==> config.mk <==
export PLATFORM = sky130hd
export DESIGN_NAME = wam_round_scheduler
export DESIGN_NICKNAME = d
export VERILOG_FILES = /design/src/rtl/wam_pkg.sv /design/src/rtl/wam_lfsr.sv /design/src/rtl/wam_round_scheduler.sv
export SDC_FILE = /design/constraint.sdc
export NUM_CORES = 1
export LEC_CHECK = 0
export BUFFER_PORTS_ARGS = -buffer_cell sky130_fd_sc_hd__buf_2
export CORE_ASPECT_RATIO = 1.75
export CORE_UTILIZATION = 35
export DETAILED_ROUTE_END_ITERATION = 12
export PLACE_DENSITY_LB_ADDON = 0.2
export SLEW_MARGIN = 25
export SYNTH_ARGS = -nofsm -noshare
export SYNTH_HDL_FRONTEND = slang
export SYNTH_HIERARCHICAL = 1
export SYNTH_SLANG_ARGS = --single-unit
==> constraint.sdc <==
create_clock -name clk -period 2.8 [get_ports clk]
set_input_delay 0.28 -clock clk [delete_from_list [all_inputs] [get_ports clk]]
set_output_delay 0.28 -clock clk [all_outputs]
set_load 0.005 [all_outputs]
==> src/rtl/wam_pkg.sv <==
// Shared definitions for the whack-a-mole round scheduler: state encoding,
// light count, LFSR constants and a saturating counter helper.
package wam_pkg;

  localparam int NUM_LIGHTS = 9;
  localparam int LFSR_WIDTH = 16;
  localparam logic [LFSR_WIDTH-1:0] LFSR_MASK = 16'hB400;
  localparam logic [LFSR_WIDTH-1:0] LFSR_SEED = 16'h0001;

  typedef enum logic [2:0] {
    ST_IDLE  = 3'd0,
    ST_WAIT  = 3'd1,
    ST_PICK  = 3'd2,
    ST_ON    = 3'd3,
    ST_SCORE = 3'd4,
    ST_DONE  = 3'd5
  } state_t;

  // Score counters stick at their maximum instead of wrapping.
  function automatic logic [5:0] sat_inc(input logic [5:0] c);
    return (c == 6'h3F) ? c : c + 6'd1;
  endfunction

endpackage

==> src/rtl/wam_lfsr.sv <==
// Free-running Galois LFSR; a zero seed is replaced so the register never locks up.
module wam_lfsr
  import wam_pkg::*;
(
  input  logic                  clk,
  input  logic                  reset,
  input  logic                  load,
  input  logic [LFSR_WIDTH-1:0] seed,
  output logic [LFSR_WIDTH-1:0] value
);

  always_ff @(posedge clk or negedge reset) begin
    if (!reset) begin
      value <= LFSR_SEED;
    end else if (load) begin
      value <= (seed == '0) ? LFSR_SEED : seed;
    end else begin
      value <= (value >> 1) ^ (value[0] ? LFSR_MASK : '0);
    end
  end

endmodule

==> src/rtl/wam_round_scheduler.sv <==
// Game sequencer: waits, lights a pseudo-random mole, scores hit or miss,
// and ends the game after the configured rounds or a deathmatch miss.
module wam_round_scheduler
  import wam_pkg::*;
#(
  parameter int N_LIGHTS = NUM_LIGHTS,
  parameter int TW       = 28,
  parameter int LFSR_W   = LFSR_WIDTH
) (
  input  logic                clk,
  input  logic                reset,
  input  logic                start,
  input  logic                load_seed,
  input  logic [LFSR_W-1:0]   seed,
  input  logic [TW-1:0]       time_between,
  input  logic [TW-1:0]       time_on,
  input  logic [5:0]          total_rounds,
  input  logic                deathmatch,
  input  logic                key_valid,
  input  logic [3:0]          key_idx,
  output logic [N_LIGHTS-1:0] lights,
  output logic [5:0]          hits,
  output logic [5:0]          misses,
  output logic [5:0]          round_cnt,
  output logic                busy,
  output logic                game_over,
  output state_t              fsm_state
);

  localparam logic [3:0] IDX_NONE = 4'(N_LIGHTS);

  state_t            state, state_nx;
  logic [TW-1:0]     timer;
  logic [3:0]        cur_idx, prev_idx, pick_idx, raw_idx;
  logic              hit_flag;
  logic [LFSR_W-1:0] lfsr_val;
  logic              wait_done, key_hit, on_timeout, last_round;
  logic              unused_lfsr;

  wam_lfsr u_lfsr (
    .clk   (clk),
    .reset (reset),
    .load  (load_seed),
    .seed  (seed),
    .value (lfsr_val)
  );

  assign unused_lfsr = ^lfsr_val[LFSR_W-1:4];

  // Only the low nibble is used: one conditional subtract, then bump on repeat.
  always_comb begin
    raw_idx  = (lfsr_val[3:0] >= 4'(N_LIGHTS)) ? lfsr_val[3:0] - 4'(N_LIGHTS) : lfsr_val[3:0];
    pick_idx = raw_idx;
    if (raw_idx == prev_idx) begin
      pick_idx = (raw_idx == 4'(N_LIGHTS - 1)) ? 4'd0 : raw_idx + 4'd1;
    end
  end

  assign wait_done  = (state == ST_WAIT) && (timer == time_between);
  assign key_hit    = (state == ST_ON) && key_valid && (key_idx == cur_idx);
  assign on_timeout = (state == ST_ON) && (timer == time_on);
  assign last_round = ({1'b0, round_cnt} + 7'd1) == {1'b0, total_rounds};

  always_ff @(posedge clk or negedge reset) begin
    if (!reset) state <= ST_IDLE;
    else        state <= state_nx;
  end

  always_comb begin
    state_nx = state;
    if (start) begin
      state_nx = (total_rounds == 6'd0) ? ST_DONE : ST_WAIT;
    end else begin
      case (state)
        ST_WAIT:  if (wait_done) state_nx = ST_PICK;
        ST_PICK:  state_nx = ST_ON;
        ST_ON:    if (key_hit || on_timeout) state_nx = ST_SCORE;
        ST_SCORE: state_nx = (last_round || (deathmatch && !hit_flag)) ? ST_DONE : ST_WAIT;
        default:  state_nx = state;
      endcase
    end
  end

  always_comb begin
    busy      = (state == ST_WAIT) || (state == ST_PICK) || (state == ST_ON) || (state == ST_SCORE);
    game_over = (state == ST_DONE);
    fsm_state = state;
  end

  // A hit wins over a same-cycle timeout because it is tested first.
  always_ff @(posedge clk or negedge reset) begin
    if (!reset) begin
      timer     <= '0;
      lights    <= '0;
      hits      <= '0;
      misses    <= '0;
      round_cnt <= '0;
      cur_idx   <= '0;
      prev_idx  <= IDX_NONE;
      hit_flag  <= 1'b0;
    end else if (start) begin
      timer     <= '0;
      lights    <= '0;
      hits      <= '0;
      misses    <= '0;
      round_cnt <= '0;
      prev_idx  <= IDX_NONE;
      hit_flag  <= 1'b0;
    end else begin
      case (state)
        ST_WAIT: timer <= wait_done ? '0 : timer + 1'b1;
        ST_PICK: begin
          cur_idx  <= pick_idx;
          prev_idx <= pick_idx;
          lights   <= N_LIGHTS'(1) << pick_idx;
        end
        ST_ON: begin
          if (key_hit) begin
            hits     <= sat_inc(hits);
            hit_flag <= 1'b1;
          end else if (on_timeout) begin
            misses   <= sat_inc(misses);
            hit_flag <= 1'b0;
          end else begin
            timer <= timer + 1'b1;
          end
        end
        ST_SCORE: begin
          lights    <= '0;
          round_cnt <= sat_inc(round_cnt);
          timer     <= '0;
        end
        default: ;
      endcase
    end
  end

endmodule

==> out/summary.txt <==
Outcome -> finished, final reports clean
Cells on worst reg2reg path -> 8
Synth Instances -> 573
Core ar. -> 14840 um2
Max Root-Sink Buffers -> 2
Dpl hpwl -> 11260 um
Worst Hold Path EP -> u_lfsr/value[12]$_DFF_PN0_
Arr. time, crit path -> 2.95 ns
RSZ-0062 raised after global routing -> true
Share of the yosys chip area belonging to registers -> 39.38%
Post-route DRC -> 0
PwrDens -> 452.3 nW/um2
Row Count -> 59
Crit path launch type -> flop
Fraction of layout cells with a size suffix above 1 -> 27.31%
Max-slew violations -> 0
Final Cell Area -> 6629 um2
Worst hold margin -> 0.1927 ns
Initial antenna violation count -> 1
Synth Flop Type -> dfrtp_1
Detailed Route Iter0 Violations -> 230
Pleak -> 2.989 nW
Routability Congestion -> 0.9127
Syn_nets -> 667
Die area -> 15610 um2
First-pass GRT wire length -> 23530 um
FF-to-FF setup slack -> 0.12 ns
PortBufs -> 119
FF+latch count, synth -> 83
Number of enable flip-flop cells after synthesis -> 0
Netlist cell types -> 61
RR Startpoint -> timer[17]$_DFFE_PN0P_
Overall Global Routing Usage -> 19.57%
Clk pin slew, worst setup/hold paths -> 0.07 ns
Crit. End Element -> flop
Critical path class -> reg2reg
Worst-Skew Late Latency -> 0.34 ns
DR pass1 iterations -> 4
Final Skew -> 0.01240 ns
Ys async rst share -> 100.0%
Fin crit period -> 2.682 ns
Sink Count -> 83
Root Buffer -> clkbuf_16
Post-synthesis cell area -> 5284 um2
Most frequent cells in the layout -> buf_2, dfrtp_1, xnor2_1
Largest net degree at the start of global routing -> 42
Layout Utilization -> 44.67%
Power, Total -> 2.998 mW
Reg2reg end -> timer[23]$_DFFE_PN0P_
CTS tree -> done
Vias per inst -> 5.364
Htree depth -> 3
Commonest non-fill, non-tap cell in the layout -> buf_2
Worst slew margin -> 58.20%
Worst Max-Slew Pin Slew -> 0.6242 ns
Final period utilization -> 95.78%
Fmax -> 372.9 MHz
Die W -> 94.88 um
Worst hold path depth -> 3
Remaining global-route overflow -> 0
Final Hold Vio Count -> 0
Max Fanout on Critical Path -> 16
Dpl cell area -> 6225 um2
Routed vias -> 4817
Drt total wl -> 14650 um
Die Height -> 164.5 um
Max Cap Viol -> 0
Antenna-violating nets left -> 0
Syn_area_per_cell -> 9.221 um2
Worst hold path class -> in2reg
Initial Utilization -> 35.61%
Crit path required time -> 3.06 ns
Setup-failing EPs final -> 0
CTS buffer count -> 9
DR WL/cell -> 16.31 um
Area Overhead vs Synth -> 25.46%
I/O pin total -> 120
Vias in the first global route -> 4838
Min-delay src -> seed[12]
Worst-case vdd ir drop -> 0.2558 mV
NumNets Final -> 803
Syn. warnings -> 6
-- cells in the mapped netlist, drive strengths merged, types with 14 or more instances --
master,number,area [um2]
nand3,17,85.08
buf,15,95.09
xnor2,46,402.9
dfrtp,80,2002
xor2,44,385.4
clkbuf,15,56.30
nor4,15,125.1
nor2,42,157.7
mux2,14,157.7
a21oi,34,181.4
nand4,19,118.9
or3,29,181.4
nand2,42,157.7
o21ai,45,225.2
-- stage by stage --
step | cells | worst slack (ns) | TNS, ns
floorplan | 573 | 0.09420 | 0
global placement | 877 | 0.04055 | 0
detailed placement | 877 | -0.01738 | -0.08603
CTS | 896 | 0.002816 | 0
global route | 898 | -0.001116 | -0.001116
finish | 898 | 0.1183 | 0
-- layer usage --
| metal | vias to the layer above | track usage, % | wire (um) |
|---|---|---|---|
| met5 | - | 0 | 0 |
| met4 | 0 | 8.196 | 408 |
| met3 | 28 | 3.453 | 573 |
| met2 | 145 | 36.30 | 8068 |
| met1 | 2326 | 21.31 | 5599 |
| li1 | 2318 | - | - |
-- sequential cells by signal, summed over array words and instances, names as in the netlist --
signal        cells
cur_idx           4
fsm_state         3
hit_flag          1
hits              6
lights            9
misses            6
prev_idx          4
round_cnt         6
timer            28
u_lfsr/value     16
-- power breakdown --
| group | internal [mW] | switching (mW) | total, mW |
|---|---|---|---|
| Combinational | 0.198 | 0.232 | 0.430 |
| Sequential | 1.23 | 0.0207 | 1.25 |
| Clock | 0.806 | 0.507 | 1.31 |
-- how the worst max path moves through the flow --
stage | start | to | slack [ns]
after floorplan | u_lfsr/value[0]$_DFF_PN1_ | lights[1]$_DFFE_PN0P_ | 0.09
after global placement | timer[18]$_DFFE_PN0P_ | timer[24]$_DFFE_PN0P_ | 0.04
after detailed placement | timer[18]$_DFFE_PN0P_ | timer[27]$_DFFE_PN0P_ | -0.02
after CTS | u_lfsr/value[0]$_DFF_PN1_ | lights[0]$_DFFE_PN0P_ | 0.003
after global routing | u_lfsr/value[0]$_DFF_PN1_ | lights[6]$_DFFE_PN0P_ | -0.001
final | timer[17]$_DFFE_PN0P_ | timer[23]$_DFFE_PN0P_ | 0.12
-- layout make-up --
type | instances | area (um2)
Fill cell | 1483 | 8209
Multi-Input combinational cell | 449 | 3027
Sequential cell | 83 | 2081
Timing Repair Buffer | 155 | 920.9
Clock buffer | 10 | 239.0
Tap cell | 183 | 229.0
Clock inverter | 6 | 88.84
Inverter | 11 | 41.29
Antenna cell | 1 | 2.502
-- logic make-up after synthesis --
group / after synthesis / synth area share, %
buffers and inverters: 41 / 3.647
muxes: 23 / 4.689
xor gates and xnor gates: 90 / 14.92
adders and majority gates: 6 / 1.421
and+or+nand+nor: 215 / 22.09
AOI/OAI and AO/OA: 115 / 13.85
DFF: 83 / 39.38
-- critical path: stages, from the launching register on --
cell	delay [ns]
dfrtp_1	0.40
xor2_1	0.17
nor4_1	0.47
nand4_1	0.24
or4_4	0.66
a41oi_4	0.28
buf_12	0.17
o21ai_1	0.07
a21oi_1	0.14
-- timing repair --
action                     4_1_cts  5_1_grt
hold endpoints to repair        38        0
pin swaps                        2        1
hold buffers                     1        0
gates resized for setup          0        5
cloned                           0        0
setup endpoints to repair       16       28
setup buffers                    2        1
No activity file was read; power rests on OpenSTA's default activity.
